--- src/rtl/vga_bounce_rect_if.sv ---
// Raster-position and colour-output bundle between the VGA timing generator,
// the bouncing-rectangle renderer and the DAC pins.
interface vga_bounce_rect_if #(
  parameter int COLOR_BITS = 4
);
  logic [9:0]            pos_h;
  logic [9:0]            pos_v;
  logic                  blank;
  logic                  enable;
  logic [COLOR_BITS-1:0] red;
  logic [COLOR_BITS-1:0] green;
  logic [COLOR_BITS-1:0] blue;
  logic                  bounce;

  modport master (
    output pos_h, pos_v, blank, enable,
    input  red, green, blue, bounce
  );

  modport slave (
    input  pos_h, pos_v, blank, enable,
    output red, green, blue, bounce
  );
endinterface

--- src/rtl/vga_bounce_rect.sv ---
// Draws one solid rectangle on a 640x480 raster and moves it once per frame,
// bouncing off all four edges and rotating the foreground colour on each bounce.
//
// state      | meaning
// FG_MAGENTA | foreground is red + blue
// FG_YELLOW  | foreground is red + green
// FG_CYAN    | foreground is green + blue
module vga_bounce_rect #(
  parameter int WIDTH      = 20,
  parameter int HEIGHT     = 100,
  parameter int X_START    = 320,
  parameter int Y_START    = 240,
  parameter int STEP_X     = 2,
  parameter int STEP_Y     = 1,
  parameter int H_ACTIVE   = 640,
  parameter int V_ACTIVE   = 480,
  parameter int COLOR_BITS = 4
) (
  input  logic             clk,
  input  logic             rst,
  vga_bounce_rect_if.slave vga
);

  localparam logic [10:0] WIDTH_C    = 11'(WIDTH);
  localparam logic [10:0] HEIGHT_C   = 11'(HEIGHT);
  localparam logic [10:0] X_START_C  = 11'(X_START);
  localparam logic [10:0] Y_START_C  = 11'(Y_START);
  localparam logic [10:0] STEP_X_C   = 11'(STEP_X);
  localparam logic [10:0] STEP_Y_C   = 11'(STEP_Y);
  localparam logic [10:0] H_ACTIVE_C = 11'(H_ACTIVE);
  localparam logic [10:0] V_ACTIVE_C = 11'(V_ACTIVE);
  localparam logic [COLOR_BITS-1:0] MAX = {COLOR_BITS{1'b1}};

  typedef enum logic [1:0] {
    FG_MAGENTA = 2'd0,
    FG_YELLOW  = 2'd1,
    FG_CYAN    = 2'd2
  } fg_t;

  fg_t fg_q, fg_d;

  logic [10:0] x_left, y_bottom, x_nx, y_nx;
  logic        dir_x, dir_y, dir_x_nx, dir_y_nx;
  logic        hit_x, hit_y, tick, any_hit;
  logic [10:0] px_x, px_y;
  logic        on_rect;
  logic [COLOR_BITS-1:0] red_d, green_d, blue_d;
  logic [COLOR_BITS-1:0] red_q, green_q, blue_q;
  logic        bounce_q;

  // First blanked line, column 0: safely outside the visible frame.
  assign tick    = vga.enable && (vga.pos_h == 10'd0) && ({1'b0, vga.pos_v} == V_ACTIVE_C);
  assign any_hit = hit_x || hit_y;

  always_comb begin
    x_nx     = x_left;
    dir_x_nx = dir_x;
    hit_x    = 1'b0;
    if (dir_x) begin
      if (x_left + WIDTH_C + STEP_X_C > H_ACTIVE_C) begin
        x_nx     = H_ACTIVE_C - WIDTH_C;
        dir_x_nx = 1'b0;
        hit_x    = 1'b1;
      end else begin
        x_nx = x_left + STEP_X_C;
      end
    end else if (x_left < STEP_X_C) begin
      x_nx     = '0;
      dir_x_nx = 1'b1;
      hit_x    = 1'b1;
    end else begin
      x_nx = x_left - STEP_X_C;
    end
  end

  always_comb begin
    y_nx     = y_bottom;
    dir_y_nx = dir_y;
    hit_y    = 1'b0;
    if (dir_y) begin
      if (y_bottom + HEIGHT_C + STEP_Y_C > V_ACTIVE_C) begin
        y_nx     = V_ACTIVE_C - HEIGHT_C;
        dir_y_nx = 1'b0;
        hit_y    = 1'b1;
      end else begin
        y_nx = y_bottom + STEP_Y_C;
      end
    end else if (y_bottom < STEP_Y_C) begin
      y_nx     = '0;
      dir_y_nx = 1'b1;
      hit_y    = 1'b1;
    end else begin
      y_nx = y_bottom - STEP_Y_C;
    end
  end

  // A corner hit still advances the colour by a single step.
  always_comb begin
    fg_d = fg_q;
    if (tick && any_hit) begin
      case (fg_q)
        FG_MAGENTA: fg_d = FG_YELLOW;
        FG_YELLOW:  fg_d = FG_CYAN;
        default:    fg_d = FG_MAGENTA;
      endcase
    end
  end

  always_ff @(posedge clk) begin
    if (rst) fg_q <= FG_MAGENTA;
    else     fg_q <= fg_d;
  end

  always_ff @(posedge clk) begin
    if (rst) begin
      x_left   <= X_START_C;
      y_bottom <= Y_START_C;
      dir_x    <= 1'b1;
      dir_y    <= 1'b1;
      bounce_q <= 1'b0;
    end else begin
      if (tick) begin
        x_left   <= x_nx;
        y_bottom <= y_nx;
        dir_x    <= dir_x_nx;
        dir_y    <= dir_y_nx;
      end
      bounce_q <= tick && any_hit;
    end
  end

  // Cartesian y grows upward from the bottom of the active area.
  assign px_x    = {1'b0, vga.pos_h};
  assign px_y    = V_ACTIVE_C - {1'b0, vga.pos_v};
  assign on_rect = (px_x >= x_left) && (px_x < x_left + WIDTH_C) &&
                   (px_y >= y_bottom) && (px_y < y_bottom + HEIGHT_C);

  always_comb begin
    red_d   = '0;
    green_d = '0;
    blue_d  = '0;
    if (!vga.blank) begin
      if (on_rect) begin
        case (fg_q)
          FG_MAGENTA: begin red_d = MAX; blue_d  = MAX; end
          FG_YELLOW:  begin red_d = MAX; green_d = MAX; end
          default:    begin green_d = MAX; blue_d = MAX; end
        endcase
      end else begin
        green_d = MAX;
      end
    end
  end

  always_ff @(posedge clk) begin
    if (rst) begin
      red_q   <= '0;
      green_q <= '0;
      blue_q  <= '0;
    end else begin
      red_q   <= red_d;
      green_q <= green_d;
      blue_q  <= blue_d;
    end
  end

  assign vga.red    = red_q;
  assign vga.green  = green_q;
  assign vga.blue   = blue_q;
  assign vga.bounce = bounce_q;

endmodule

--- src/flat_wrapper.sv ---
// flat-port wrapper written by rule: the top's interface ports become plain ports
module vga_bounce_rect_flat 
#(
  parameter int WIDTH      = 20,
  parameter int HEIGHT     = 100,
  parameter int X_START    = 320,
  parameter int Y_START    = 240,
  parameter int STEP_X     = 2,
  parameter int STEP_Y     = 1,
  parameter int H_ACTIVE   = 640,
  parameter int V_ACTIVE   = 480,
  parameter int COLOR_BITS = 4
)
  (clk, rst, vga_pos_h, vga_pos_v, vga_blank, vga_enable, vga_red, vga_green, vga_blue, vga_bounce);
  vga_bounce_rect_if #(.COLOR_BITS(COLOR_BITS)) vga_i ();
  input  logic clk;
  input  logic rst;
  input wire logic [$bits(vga_i.pos_h)-1:0] vga_pos_h;
  input wire logic [$bits(vga_i.pos_v)-1:0] vga_pos_v;
  input wire logic [$bits(vga_i.blank)-1:0] vga_blank;
  input wire logic [$bits(vga_i.enable)-1:0] vga_enable;
  output wire logic [$bits(vga_i.red)-1:0] vga_red;
  output wire logic [$bits(vga_i.green)-1:0] vga_green;
  output wire logic [$bits(vga_i.blue)-1:0] vga_blue;
  output wire logic [$bits(vga_i.bounce)-1:0] vga_bounce;
  assign vga_i.pos_h = vga_pos_h;
  assign vga_i.pos_v = vga_pos_v;
  assign vga_i.blank = vga_blank;
  assign vga_i.enable = vga_enable;
  assign vga_red = vga_i.red;
  assign vga_green = vga_i.green;
  assign vga_blue = vga_i.blue;
  assign vga_bounce = vga_i.bounce;
  vga_bounce_rect #(.WIDTH(WIDTH), .HEIGHT(HEIGHT), .X_START(X_START), .Y_START(Y_START), .STEP_X(STEP_X), .STEP_Y(STEP_Y), .H_ACTIVE(H_ACTIVE), .V_ACTIVE(V_ACTIVE), .COLOR_BITS(COLOR_BITS)) u_core (.clk(clk), .rst(rst), .vga(vga_i));
endmodule
--- config.mk ---
export PLATFORM = sky130hd
export DESIGN_NAME = vga_bounce_rect_flat
export DESIGN_NICKNAME = d
export VERILOG_FILES = /design/src/rtl/vga_bounce_rect_if.sv /design/src/rtl/vga_bounce_rect.sv /design/src/flat_wrapper.sv
export SDC_FILE = /design/constraint.sdc
export NUM_CORES = 1
export LEC_CHECK = 0
export ABC_AREA = 1
export BUFFER_PORTS_ARGS = -buffer_cell sky130_fd_sc_hd__buf_2
export CORE_ASPECT_RATIO = 0.5
export CORE_MARGIN = 10
export CORE_UTILIZATION = 47
export CTS_CLUSTER_SIZE = 14
export DETAILED_ROUTE_END_ITERATION = 6
export PLACE_DENSITY = 0.66
export SLEW_MARGIN = 5
export SYNTH_ARGS = -nofsm -noshare
export SYNTH_HDL_FRONTEND = slang
export SYNTH_SLANG_ARGS = --single-unit
--- constraint.sdc ---
create_clock -name clk -period 2.17 [get_ports clk]
set_input_delay 0.217 -clock clk [delete_from_list [all_inputs] [get_ports clk]]
set_output_delay 0.217 -clock clk [all_outputs]
set_load 0.005 [all_outputs]
Word-level counts from Yosys, hierarchy flattened

Index checks and enable logic that the tools add are counted.

Multiply operators: 0
Eq/ne operators: 2
$lt $le $gt $ge: 8
Muxes and demuxes: 21
Bitwise gates (word level): 1
$add $sub $neg: 9
Divide/modulo/power cells: 0
Shift-type cells: 0
Reductions and logical operators: 12

Operators with widths:

| kind                    | number |
|---|---|
| $mux W11                | 6 |
| $add A11 B1 Y11 const B | 2 |
| $add A11 B2 Y11 const B | 2 |
| $mux W4                 | 4 |
| $add A11 B5 Y11 const B | 1 |
| $add A11 B7 Y11 const B | 1 |
| $ge A10 B11 Y1          | 1 |
| $ge A11 B11 Y1          | 1 |
| $gt A11 B10 Y1 const B  | 1 |
| $gt A11 B9 Y1 const B   | 1 |
| $lt A10 B11 Y1          | 1 |
| $lt A11 B1 Y1 const B   | 1 |
| $lt A11 B11 Y1          | 1 |
| $lt A11 B2 Y1 const B   | 1 |
| $sub A11 B1 Y11 const B | 1 |
| $sub A11 B2 Y11 const B | 1 |
| $sub A9 B10 Y11 const A | 1 |
| $eq A10 B9 Y1 const B   | 1 |
| $logic_not A10 Y1       | 1 |
| $mux W1                 | 10 |
| $logic_and A1 B1 Y1     | 6 |
| $pmux W2 S2             | 1 |
| $reduce_or A2 Y1        | 2 |
| $reduce_or A3 Y1        | 1 |
| 4 further kinds         | 4 |

Word-level logic and storage cells: 62
Bits in latches: 0
Memories kept: 0
Bits in writable memories: 0
Input bits: 24
Output and inout port bits: 13
Register bits after elaboration: 39
Memory bits (read-only): 0

Logic depth before layout (Yosys ltp)

Gate-level depths: netlist of run 1.

Depth after elaboration: 7
Gate-level depth with buffers: 19
Mapped depth without buffers: 19

Least setup slack after synthesis of run 1

No wires, ideal clock.

Kind: input to register
Start: in vga_pos_v[0]
End: reg u_core.green_q[2], in the netlist u_core.vga.green[2]
Cell stages on the path: 17
Setup time: 112 ps
Arrival: 2119 ps
Required time: 2058 ps
Path slack: -61 ps
Buffers on the path: 0
Cell sequence: inv_1 > ha_1 > nor3b_2 > nand2_1 > nand2_1 > xor2_1 > ha_1 > nand2_1 > nor2_1 > a211oi_1 > o21ai_0 > a21oi_1 > nand2_1 > nand3b_1 > nand3_1 > nor2_1 > nor2_1

Longest elaborated chain between the ends: 5
Elaborated cells between the ends (all ways): 6
Classes of those cells: add/sub (1); order compare (2); mux (1); reduce/logical (2)

Ends and longest elaborated chain:

| element                | line                   | RTL |
|---|---|---|
| start: declaration     | flat_wrapper.sv:19     | `input wire logic [$bits(vga_i.pos_v)-1:0] vga_pos_v;` |
| $sub A9 B10 Y11 *      | vga_bounce_rect.sv:134 | `assign px_y = V_ACTIVE_C - {1'b0, vga.pos_v};` |
| $ge A11 B11 Y1         | vga_bounce_rect.sv:136 | `(px_y >= y_bottom) && (px_y < y_bottom + HEIGHT_C);` |
| $logic_and A1 B1 Y1    | vga_bounce_rect.sv:135 | `assign on_rect = (px_x >= x_left) && (px_x < x_left + WIDTH_C) &&` |
| $logic_and A1 B1 Y1 *  | vga_bounce_rect.sv:136 |  |
| $mux W4 *              | vga_bounce_rect.sv:143 | `if (on_rect) begin` |
| end signal: assignment | vga_bounce_rect.sv:162 | `green_q <= green_d;` |
| end: declaration       | vga_bounce_rect.sv:48  | `logic [COLOR_BITS-1:0] red_q, green_q, blue_q;` |

Every way passes the cells marked *; elsewhere a longest branch is shown, timed or not.
A chain may end at the register's enable or synchronous reset.

Worst setup path after layout of run 1

Start: reg u_core.x_left[2]
End: reg u_core.red_q[2], in the netlist u_core.vga.red[2]

Longest elaborated chain between the ends: 7
Elaborated cells between the ends (all ways): 8
Classes of those cells: add/sub (1); order compare (2); bitwise (1); reduce/logical (4)

Ends and longest elaborated chain:

| element                            | line                   | RTL |
|---|---|---|
| start: declaration                 | vga_bounce_rect.sv:42  | `logic [10:0] x_left, y_bottom, x_nx, y_nx;` |
| start signal: assignment           | vga_bounce_rect.sv:123 | `x_left <= x_nx;` |
| $add A11 B5 Y11                    | vga_bounce_rect.sv:135 |  |
| $lt A10 B11 Y1                     | vga_bounce_rect.sv:135 |  |
| $logic_and A1 B1 Y1 * (2 in a row) | vga_bounce_rect.sv:135 |  |
| $logic_and A1 B1 Y1 *              | vga_bounce_rect.sv:136 |  |
| $not A1 Y1 (no line) *             | -                      |  |
| $reduce_or A3 Y1 (no line) *       | -                      |  |
| end signal: assignment             | vga_bounce_rect.sv:161 | `red_q <= red_d;` |
| end: declaration                   | vga_bounce_rect.sv:48  |  |

Marked as above.

==> results of run 1 <==
## worst reg2reg max path, cell delays in order (launching register included)
cell	delay, ns
dfxtp_4	0.35
ha_4	0.18
o21ai_4	0.15
nand2_1	0.08
nand2_2	0.09
ha_4	0.21
a21oi_2	0.12
o21ai_1	0.08
a21oi_2	0.15
o21ai_1	0.10
a21o_1	0.19
a21oi_2	0.15
nand3_2	0.14
nor3_2	0.21
## per-stage QoR
stage / utilization / instance area (um2) / TNS (ns) / power [mW] / std cells
2_1_floorplan: - / 3860 / 0 / 0.680 / 602
3_3_place_gp: 0.594 / 4720 / -0.812 / 0.767 / 818
3_5_place_dp: 0.594 / 4720 / -2.03 / 0.773 / 818
4_1_cts: 0.639 / 5070 / -0.163 / 1.51 / 829
5_1_grt: 0.692 / 5490 / -2.37 / 1.59 / 841
6_report: 0.692 / 5490 / -0.272 / 1.52 / 841
## cell type report
cell class	instances	area, um2
Fill cell	702	2450
Inverter	74	303
Multi-Input combinational cell	481	3310
Sequential cell	29	596
Tap cell	112	140
Timing Repair Buffer	137	985
Clock buffer	7	153
Clock inverter	1	5.00
## where the power goes
group	internal, mW	switching [mW]	total [mW]
sequential	0.533	0.00118	0.534
clock	0.484	0.243	0.727
combinational	0.124	0.136	0.260
## Yosys cell counts (all sizes together)
cell type / n / area (um2)
nor4: 4 / 25.0
and2: 1 / 6.26
nor3b: 1 / 12.5
a21o: 1 / 7.51
nand3: 40 / 205
clkbuf: 3 / 11.3
nor3: 15 / 80.1
o21a: 1 / 7.51
xor2: 26 / 243
o211ai: 5 / 37.5
o31ai: 1 / 7.51
a41oi: 1 / 8.76
a21oi: 40 / 200
o21ai: 44 / 220
a211oi: 4 / 30.0
o221ai: 3 / 26.3
ha: 49 / 613
o21bai: 3 / 22.5
nand4: 6 / 37.5
inv: 74 / 280
o2111ai: 2 / 17.5
a31oi: 8 / 50.1
nand3b: 3 / 22.5
xnor2: 2 / 17.5
nand2: 150 / 631
or2: 3 / 18.8
buf: 15 / 100
nor2: 68 / 295
dfxtp: 29 / 581
## routing by layer
layer  vias to the layer above  share of wire
met5                         -              0
met1                      2010           0.48
met2                        77           0.47
met3                        19          0.033
li1                       2260              -
met4                         0          0.015
## placed cells by master, fill, tap and decap left out, types with 10 or more instances in the layout
master / synthesis / layout
buf_4: 10 / 92
nor3_1: 14 / 12
ha_1: 49 / 32
o21ai_1: 2 / 10
xor2_1: 24 / 22
buf_2: 5 / 34
nand3_1: 39 / 29
inv_2: 10 / 16
ha_4: 0 / 14
nor2_1: 60 / 54
inv_1: 63 / 52
nand3_2: 1 / 10
o21ai_0: 42 / 32
a21oi_1: 40 / 31
buf_6: 0 / 11
nand2_2: 12 / 32
dfxtp_1: 29 / 21
nand2_1: 133 / 107
nand2_4: 5 / 11
## sequential cells by signal (all words and copies together) (netlist names)
register,flops
u_core.y_bottom,11
u_core.x_left,10
u_core.fg_q,2
u_core.dir_x,1
u_core.dir_y,1
u_core.vga.blue,1
u_core.vga.bounce,1
u_core.vga.green,1
u_core.vga.red,1
## timing repair
item,CTS,global route
endpoints found under the hold margin,0,0
pin swaps,24,54
hold buffers,0,0
endpoints found under the setup margin,15,29
buffers inserted,3,12
gates resized for setup,38,93
## how the worst min path moves through the flow
stage	from	to	slack (ns)
after global routing	rst	u_core.y_bottom[2]	0.21
after CTS	rst	u_core.y_bottom[2]	0.20
after global placement	u_core.fg_q[1]	u_core.vga.red[2]	0.47
final	rst	u_core.y_bottom[2]	0.20
after floorplan	rst	u_core.y_bottom[1]	0.29
after detailed placement	u_core.fg_q[1]	u_core.vga.red[2]	0.48
## kinds of logic (layout without fill, tap and decap cells)
family                   count (synthesis)  in the layout  share of synthesized area
buffers and inverters                   92            219                      0.103
XOR/XNOR                                28             28                     0.0682
adder cells (fa/ha/maj)                 49             49                      0.161
AO/OA/AOI/OAI                          113            113                      0.167
flip-flops                              29             29                      0.152
AND/OR/NAND/NOR                        291            291                      0.350
==> results.ini, run 1 <==
[placement]
hpwlAfterDp_um=8960
place.gp.congestion=0.872
io_buffers=36
dp_slack_ns=-0.435

[worst_setup_path]
critPathLaunch=u_core.x_left[2]
reg2reg_depth=13
cpMaxStageDelayCell=dfxtp_4
max_stage_delay_ns=0.35
cp_cell_sequence=ha_4 > o21ai_4 > nand2_1 > nand2_2 > ha_4 > a21oi_2 > o21ai_1 > a21oi_2 > o21ai_1 > a21o_1 > a21oi_2 > nand3_2 > nor3_2
cp-start-kind=flop
worstSetupEndpoint=u_core.vga.red[2]
critPathRequiredTime_ns=2.37
worst-r2r-setup-slack_ns=-0.12
cp.depth=13
r2r-start=u_core.x_left[2]
critPathKind=flop to flop
path_buf_inv=0
critPathArrivalTime_ns=2.48
r2r-end=u_core.vga.red[2]
path_delay_family=compound AO/OA/AOI/OAI gates
crit_top_cell=a21oi_2
cp-end-kind=flop
crit_fanout=3

[timing]
relSlewSlack=0.714
fin_crit_ns=2.29
fmax_mhz=437
finalSetupViolCount=4
rsz0062_at_grt=true
slew_violations=0
max_slew.worst_pin.slew_ns=0.426
fin_ws_ns=-0.116
finClkSkew_ns=0.00509
hold_viol_final=0
holdWs_ns=0.203
period_share=1.05

[power]
ir_drop_mv=0.272
leakage_nw=2.55
power.density_mw_per_mm2=277

[logic_synthesis]
postSynthCellCount=602
yosysSeqAreaShare=0.152
ys_types=40
ys_seq_elements=29
synth.cell_area_mm2=0.00381
synthesis.nets=675
syn_area_per_cell_um2=6.34
synth_warnings=0

[clock_network]
cts_tree=yes
cts-root-buf=clkbuf_16
clkLatencyLatePin_ns=0.28
cts_num_sinks=29
cts_made_buffers=5
clockBufferDepth=2
h-tree-depth=2
path_clk_slew_ns=0.05

[route]
drt_wl_total_um=11500
routedWlPerCell_um=13.6
routed_via_density=5.19
ant_nets=0
drt_pass1_iterations=5
drtIter0Drc=297
num_vias=4366
drc=0

[cells_and_area]
drive_above_1_share=0.390
num_antenna_cells=0
final_nets=801
area_growth_pct=44.0

[global_routing]
grtUsageTotal=0.175
met2_usage=0.290
grt_max_degree=13
top_usage_layer=met2
first_global_vias=3995
grt_pass1_wl_um=18500
antenna_found_initial=0
grt_use_met1=0.228
overflow=0
met3_usage=0.0314

[die]
rows=23
die_x_um=147
dieArea_mm2=0.0123
dieHeight_um=83.7
coreArea_mm2=0.00794
pin_count=37
start_util=0.480

[hold_path]
holdPathStages=2
hold_class=input port to flop

[run_status]
status=finished with violations
violations=negative setup slack

[run]
max-cap-violations=0

Power figures use the tool's default switching activity.
==> inputs of run 2 (changes only) <==
--- a/config.mk
+++ b/config.mk
@@ -13,6 +13,7 @@
 export CTS_CLUSTER_SIZE = 14
 export DETAILED_ROUTE_END_ITERATION = 6
 export PLACE_DENSITY = 0.66
+export SKIP_CTS_REPAIR_TIMING = 1
 export SLEW_MARGIN = 5
 export SYNTH_ARGS = -nofsm -noshare
 export SYNTH_HDL_FRONTEND = slang
==> run 2 against run 1 <==
Compared with the run above:
- the flow still finishes with violations (negative setup slack)
- critical path depth grew 1
- global-route usage down 0.36 points
- die area unchanged
- total power is 0.35% higher
- count of clock-buffer cells in the layout is the same
- largest cell class unchanged
- largest power group unchanged
==> results.ini, run 2 (synthesis gave the netlist of run 1 again) <==
[route]
routedWlPerCell_um=13.7  ; was 13.6 um
drc=0  ; unchanged
drt_wl_total_um=11500  ; about the same
drt_pass1_iterations=5  ; unchanged
routed_via_density=5.25  ; was 5.19
ant_nets=0  ; unchanged
drtIter0Drc=340  ; was 297
num_vias=4407  ; was 4,366

[cells_and_area]
mostFrequentLayoutCells=106 x nand2_1, 89 x buf_4, 54 x inv_1, 52 x nor2_1  ; was 107 x nand2_1, 92 x buf_4, 54 x nor2_1, 52 x inv_1, 34 x buf_2
top_regs=u_core.y_bottom (11), u_core.x_left (10), u_core.fg_q (2)  ; unchanged
post-route-util=0.697  ; was 0.692
num-fill-cells=712  ; was 702
final_cell_area_mm2=0.00554  ; was 0.00549 mm2
final_common_cell=nand2_1  ; unchanged
regMostFlops=u_core.y_bottom  ; unchanged
drive_above_1_share=0.393  ; was 0.390
area_growth_pct=45.2  ; was 44.0%
largest_reg_flops=11  ; unchanged
num_antenna_cells=0  ; unchanged
final_nets=799  ; was 801

[timing]
period_share=1.01  ; was 1.05
relSlewSlack=0.706  ; was 0.714
final.setup.tns_ns=-0.0533  ; was -0.272 ns
finalSetupViolCount=2  ; was 4
rsz0062_at_grt=true  ; unchanged
fin_ws_ns=-0.0285  ; was -0.116 ns
holdWs_ns=0.208  ; was 0.203 ns
finClkSkew_ns=0.00518  ; was 0.00509 ns
fin_crit_ns=2.20  ; was 2.29 ns
max_slew.worst_pin.slew_ns=0.438  ; was 0.426 ns
fmax_mhz=455  ; was 437 MHz
slew_violations=0  ; unchanged
hold_viol_final=0  ; unchanged

[worst_setup_path]
crit_top_cell=a21oi_2  ; unchanged
crit_fanout=3  ; unchanged
cp-start-kind=flop  ; unchanged
cpMaxStageDelayCell=dfxtp_2  ; was dfxtp_4
critPathRequiredTime_ns=2.37  ; about the same
cp_cell_sequence=ha_4 > inv_1 > nand2_1 > nand3_1 > nand2_2 > ha_4 > a21oi_2 > o21ai_2 > a21oi_2 > o21ai_1 > a21o_1 > a21oi_2 > nand3_2 > nor3_2  ; was ha_4 > o21ai_4 > nand2_1 > nand2_2 > ha_4 > a21oi_2 > o21ai_1 > a21oi_2 > o21ai_1 > a21o_1 > a21oi_2 > nand3_2 > nor3_2
critPathLaunch=u_core.x_left[3]  ; was u_core.x_left[2]
max_stage_delay_ns=0.36  ; was 0.35 ns
critPathKind=flop to flop  ; unchanged
reg2reg_depth=14  ; was 13
worst-r2r-setup-slack_ns=-0.03  ; was -0.12 ns
r2r-start=u_core.x_left[3]  ; was u_core.x_left[2]
critPathArrivalTime_ns=2.39  ; was 2.48 ns
cp-end-kind=flop  ; unchanged
r2r-end=u_core.vga.red[2]  ; unchanged

[global_routing]
antenna_found_initial=0  ; unchanged
grtUsageTotal=0.171  ; was 0.175
overflow=0  ; unchanged
first_global_vias=3916  ; was 3,995
grt_max_degree=13  ; unchanged
grt_pass1_wl_um=18100  ; was 18,500 um

[power]
leakage_nw=2.57  ; was 2.55 nW
ir_drop_mv=0.267  ; was 0.272 mV
power.density_mw_per_mm2=275  ; was 277 mW/mm2

[run_status]
violations=negative setup slack  ; unchanged
status=finished with violations  ; unchanged

[clock_network]
clkLatencyLatePin_ns=0.28  ; about the same
clockBufferDepth=2  ; unchanged
cts_num_sinks=29  ; unchanged
path_clk_slew_ns=0.05  ; about the same
cts-root-buf=clkbuf_16  ; unchanged
cts_tree=yes  ; unchanged
cts_made_buffers=5  ; unchanged
h-tree-depth=2  ; unchanged

[die]
die_x_um=147  ; unchanged
coreArea_mm2=0.00794  ; unchanged
pin_count=37  ; unchanged
start_util=0.480  ; unchanged
dieHeight_um=83.7  ; unchanged
dieArea_mm2=0.0123  ; unchanged
rows=23  ; unchanged

[hold_path]
holdPathStages=2  ; unchanged
hold_class=input port to flop  ; unchanged
min_from=rst  ; unchanged
hold_path_end=u_core.y_bottom[2]  ; unchanged

[placement]
io_buffers=36  ; unchanged
placed_cell_area_mm2=0.00472  ; unchanged
hpwlAfterDp_um=8960  ; unchanged
dp_slack_ns=-0.435  ; unchanged
place.gp.congestion=0.872  ; unchanged

[run]
max-cap-violations=0  ; unchanged

## run 2: cell count changes in the layout (fill, tap and decap cells not counted), sizes merged
cell    before  now
clkinv       3    2
inv         72   73
buf        137  135
## run 2: per-layer routing
layer | part of all wire | global-route usage
met3 | 0.032 | 0.0314
met5 | 0 | 0
met1 | 0.47 | 0.224
met2 | 0.48 | 0.284
met4 | 0.016 | 0.0367
## run 2: how the worst max path moves through the flow
| stage | slack [ns] | to |
|---|---|---|
| 4_1_cts | -0.27 | u_core.vga.green[2] |
| 2_1_floorplan | 0.0008 | u_core.vga.green[2] |
| 3_5_place_dp | -0.43 | u_core.vga.green[2] |
| 6_report | -0.03 | u_core.vga.red[2] |
| 3_3_place_gp | -0.30 | u_core.vga.green[2] |
| 5_1_grt | -0.17 | u_core.fg_q[0] |
## run 2: area by class of cell
type	instances	area, um2	area share
clock buffer	7	153	0.0276
timing repair buffer	135	977	0.176
inverter	74	300	0.0542
clock inverter	1	5.00	0.000904
sequential	29	593	0.107
tap	112	140	0.0253
multi-input combinational	481	3370	0.609
## run 2: stage by stage
stage	power, mW	instances
after floorplan	0.680	602
final	1.53	839
after CTS	1.50	826
after global placement	0.767	818
after detailed placement	0.773	818
after global routing	1.60	839
## run 2: power by group
part	total, mW	switching [mW]	internal [mW]	leakage [nW]
clock	0.721	0.237	0.484	0.0799
combinational	0.270	0.141	0.129	2.26
sequential	0.535	0.00115	0.534	0.238
total	1.53	0.379	1.15	2.57
## run 2: critical path: cells and delay by family, from the launching register on
kind                     cells  cell delay [ns]
AO/OA/AOI/OAI                6             0.74
adder cells (fa/ha/maj)      2             0.37
buffers and inverters        1             0.05
flip-flops                   1             0.36
AND/OR/NAND/NOR              5             0.60
==> inputs of run 3 (changes only) <==
--- a/config.mk
+++ b/config.mk
@@ -12,7 +12,9 @@
 export CORE_UTILIZATION = 47
 export CTS_CLUSTER_SIZE = 14
 export DETAILED_ROUTE_END_ITERATION = 6
+export HOLD_SLACK_MARGIN = 0.1
 export PLACE_DENSITY = 0.66
+export REMOVE_ABC_BUFFERS = 1
 export SKIP_CTS_REPAIR_TIMING = 1
 export SLEW_MARGIN = 5
 export SYNTH_ARGS = -nofsm -noshare
==> run 3 against run 2 <==
Compared with the run above:
- maximum frequency shrank 2.4%
- the flow still finishes with violations (negative setup slack)
- sequential power about the same
- register-to-register slack got worse by 0.06 ns
- core utilization is essentially flat
- clock skew increased by 0.0022 ns
==> results.ini, run 3 (synthesis gave the netlist of run 1 again) <==
[run_status]
status=finished with violations  ; unchanged
violations=negative setup slack  ; unchanged

[worst_setup_path]
crit_top_cell=nor2_1  ; was a21oi_2
cp_cell_sequence=ha_4 > o21ai_4 > buf_4 > o21ai_0 > nand2_1 > inv_2 > ha_1 > a21oi_1 > o21ai_1 > a21o_1 > a21oi_2 > nand3_2 > nor2_1 > nor2_1  ; was ha_4 > inv_1 > nand2_1 > nand3_1 > nand2_2 > ha_4 > a21oi_2 > o21ai_2 > a21oi_2 > o21ai_1 > a21o_1 > a21oi_2 > nand3_2 > nor3_2
critPathArrivalTime_ns=2.42  ; was 2.39 ns
cpMaxStageDelayCell=dfxtp_2  ; unchanged
max_stage_delay_ns=0.33  ; was 0.36 ns
critPathKind=flop to flop  ; unchanged
cp-start-kind=flop  ; unchanged
cp-end-kind=flop  ; unchanged
crit_fanout=4  ; was 3
critPathRequiredTime_ns=2.34  ; was 2.37 ns

[cells_and_area]
final_nets=800  ; was 799
final_common_cell=nand2_1  ; unchanged
num_antenna_cells=0  ; unchanged
top_regs=u_core.y_bottom (11), u_core.x_left (10), u_core.fg_q (2)  ; unchanged
mostFrequentLayoutCells=103 x nand2_1, 85 x buf_4, 52 x inv_1, 50 x nor2_1, 35 x buf_2  ; was 106 x nand2_1, 89 x buf_4, 54 x inv_1, 52 x nor2_1
layout.cells.non_filler=840  ; was 839
num-fill-cells=670  ; was 712
post-route-util=0.697  ; about the same
largest_reg_flops=11  ; unchanged
regMostFlops=u_core.y_bottom  ; unchanged
final_cell_area_mm2=0.00554  ; about the same
area_growth_pct=45.2  ; about the same
multi_input_area_mm2=0.00338  ; was 0.00337 mm2
drive_above_1_share=0.391  ; was 0.393
regArea_um2=589  ; was 593 um2

[route]
drt_wl_total_um=11600  ; was 11,500 um
num_vias=4364  ; was 4,407
ant_nets=0  ; unchanged
drc=0  ; unchanged
drtIter0Drc=319  ; was 340
routed_via_density=5.20  ; was 5.25
routedWlPerCell_um=13.9  ; was 13.7 um
drt_pass1_iterations=6  ; was 5

[placement]
place.gp.congestion=0.934  ; was 0.872
hpwlAfterDp_um=8710  ; was 8960 um
io_buffers=36  ; unchanged
placed_cell_area_mm2=0.00466  ; was 0.00472 mm2
placed_cells=815  ; was 818
dp_slack_ns=-0.461  ; was -0.435 ns

[clock_network]
cts_tree=yes  ; unchanged
clockBufferDepth=2  ; unchanged
cts-root-buf=clkbuf_16  ; unchanged
cts_made_buffers=5  ; unchanged
cts_num_sinks=29  ; unchanged
path_clk_slew_ns=0.05  ; about the same
clkLatencyLatePin_ns=0.28  ; about the same
h-tree-depth=2  ; unchanged

[run]
max-cap-violations=0  ; unchanged

[global_routing]
first_global_vias=3929  ; was 3,916
antenna_found_initial=0  ; unchanged
grt_max_degree=22  ; was 13
grt_pass1_wl_um=18000  ; was 18,100 um
grtUsageTotal=0.169  ; was 0.171
overflow=0  ; unchanged

[timing]
final.setup.tns_ns=-0.184  ; was -0.0533 ns
max_slew.worst_pin.slew_ns=0.679  ; was 0.438 ns
finClkSkew_ns=0.00743  ; was 0.00518 ns
relSlewSlack=0.547  ; was 0.706
fin_ws_ns=-0.0836  ; was -0.0285 ns
hold_viol_final=0  ; unchanged
fin_crit_ns=2.25  ; was 2.20 ns
period_share=1.04  ; was 1.01
finalSetupViolCount=4  ; was 2
slew_violations=0  ; unchanged
fmax_mhz=444  ; was 455 MHz
rsz0062_at_grt=true  ; unchanged

[power]
ir_drop_mv=0.237  ; was 0.267 mV
power.density_mw_per_mm2=258  ; was 275 mW/mm2
leakage_nw=2.55  ; was 2.57 nW

[die]
dieArea_mm2=0.0123  ; unchanged
start_util=0.480  ; unchanged
die_x_um=147  ; unchanged
rows=23  ; unchanged
coreArea_mm2=0.00794  ; unchanged
pin_count=37  ; unchanged
dieHeight_um=83.7  ; unchanged

[hold_path]
hold_class=input port to flop  ; unchanged

==> run 3: cell count changes in the layout (fill, tap and decap cells not counted), moves of 4 or more <==
cell / change
o21ai_1: +7
xor2_1: -4
ha_4: -4
o21ai_0: -5
xor2_2: +5
buf_4: -4
ha_1: +4
inv_2: +5
==> run 3: final cells by class <==
cell class              count  share of cell area
repair buffers            136               0.182
flip-flops and latches     29               0.106
clock buffers               8              0.0246
well taps                 112              0.0253
multi-input cells         481               0.610
inverters                  74              0.0524
==> run 3: final timing paths <==
| kind | start | to | slack (ns) | cells past startpoint |
|---|---|---|---|---|
| worst max-delay path | u_core.x_left[3] | u_core.vga.green[2] | -0.08 | 14 |
| worst min-delay path | vga_blank | u_core.vga.green[2] | 0.21 | 3 |
| worst min register to register | u_core.fg_q[1] | u_core.vga.red[2] | 0.50 | 1 |
| worst max register to register | u_core.x_left[3] | u_core.vga.green[2] | -0.08 | 14 |
==> run 3: per-stage QoR <==
| stage | hold slack [ns] | total power [mW] |
|---|---|---|
| floorplan | 0.286 | 0.666 |
| global placement | 0.474 | 0.752 |
| detailed placement | 0.472 | 0.755 |
| CTS | 0.212 | 1.41 |
| global route | 0.220 | 1.51 |
| finish | 0.208 | 1.43 |
==> run 3: layer usage <==
| metal | part of all wire | wire length (um) | global-route usage |
|---|---|---|---|
| met4 | 0.012 | 144 | 0.0367 |
| met1 | 0.47 | 5460 | 0.220 |
| met3 | 0.038 | 437 | 0.0352 |
| met5 | 0 | 0 | 0 |
| met2 | 0.48 | 5600 | 0.282 |
==> run 3: critical path, delay by kind of cell, from the launching register on <==
family / cells / cell delay [ns]
compound gates: 6 / 0.76
fa+ha+maj: 2 / 0.45
flops: 1 / 0.33
simple gates: 4 / 0.42
buf+inv: 2 / 0.18
==> run 3: where the power goes <==
group | leakage [nW] | internal, mW | switching (mW) | total, mW
registers | 0.237 | 0.534 | 0.00114 | 0.535
logic | 2.25 | 0.113 | 0.128 | 0.241
clock network | 0.0652 | 0.425 | 0.229 | 0.654
total | 2.55 | 1.07 | 0.358 | 1.43
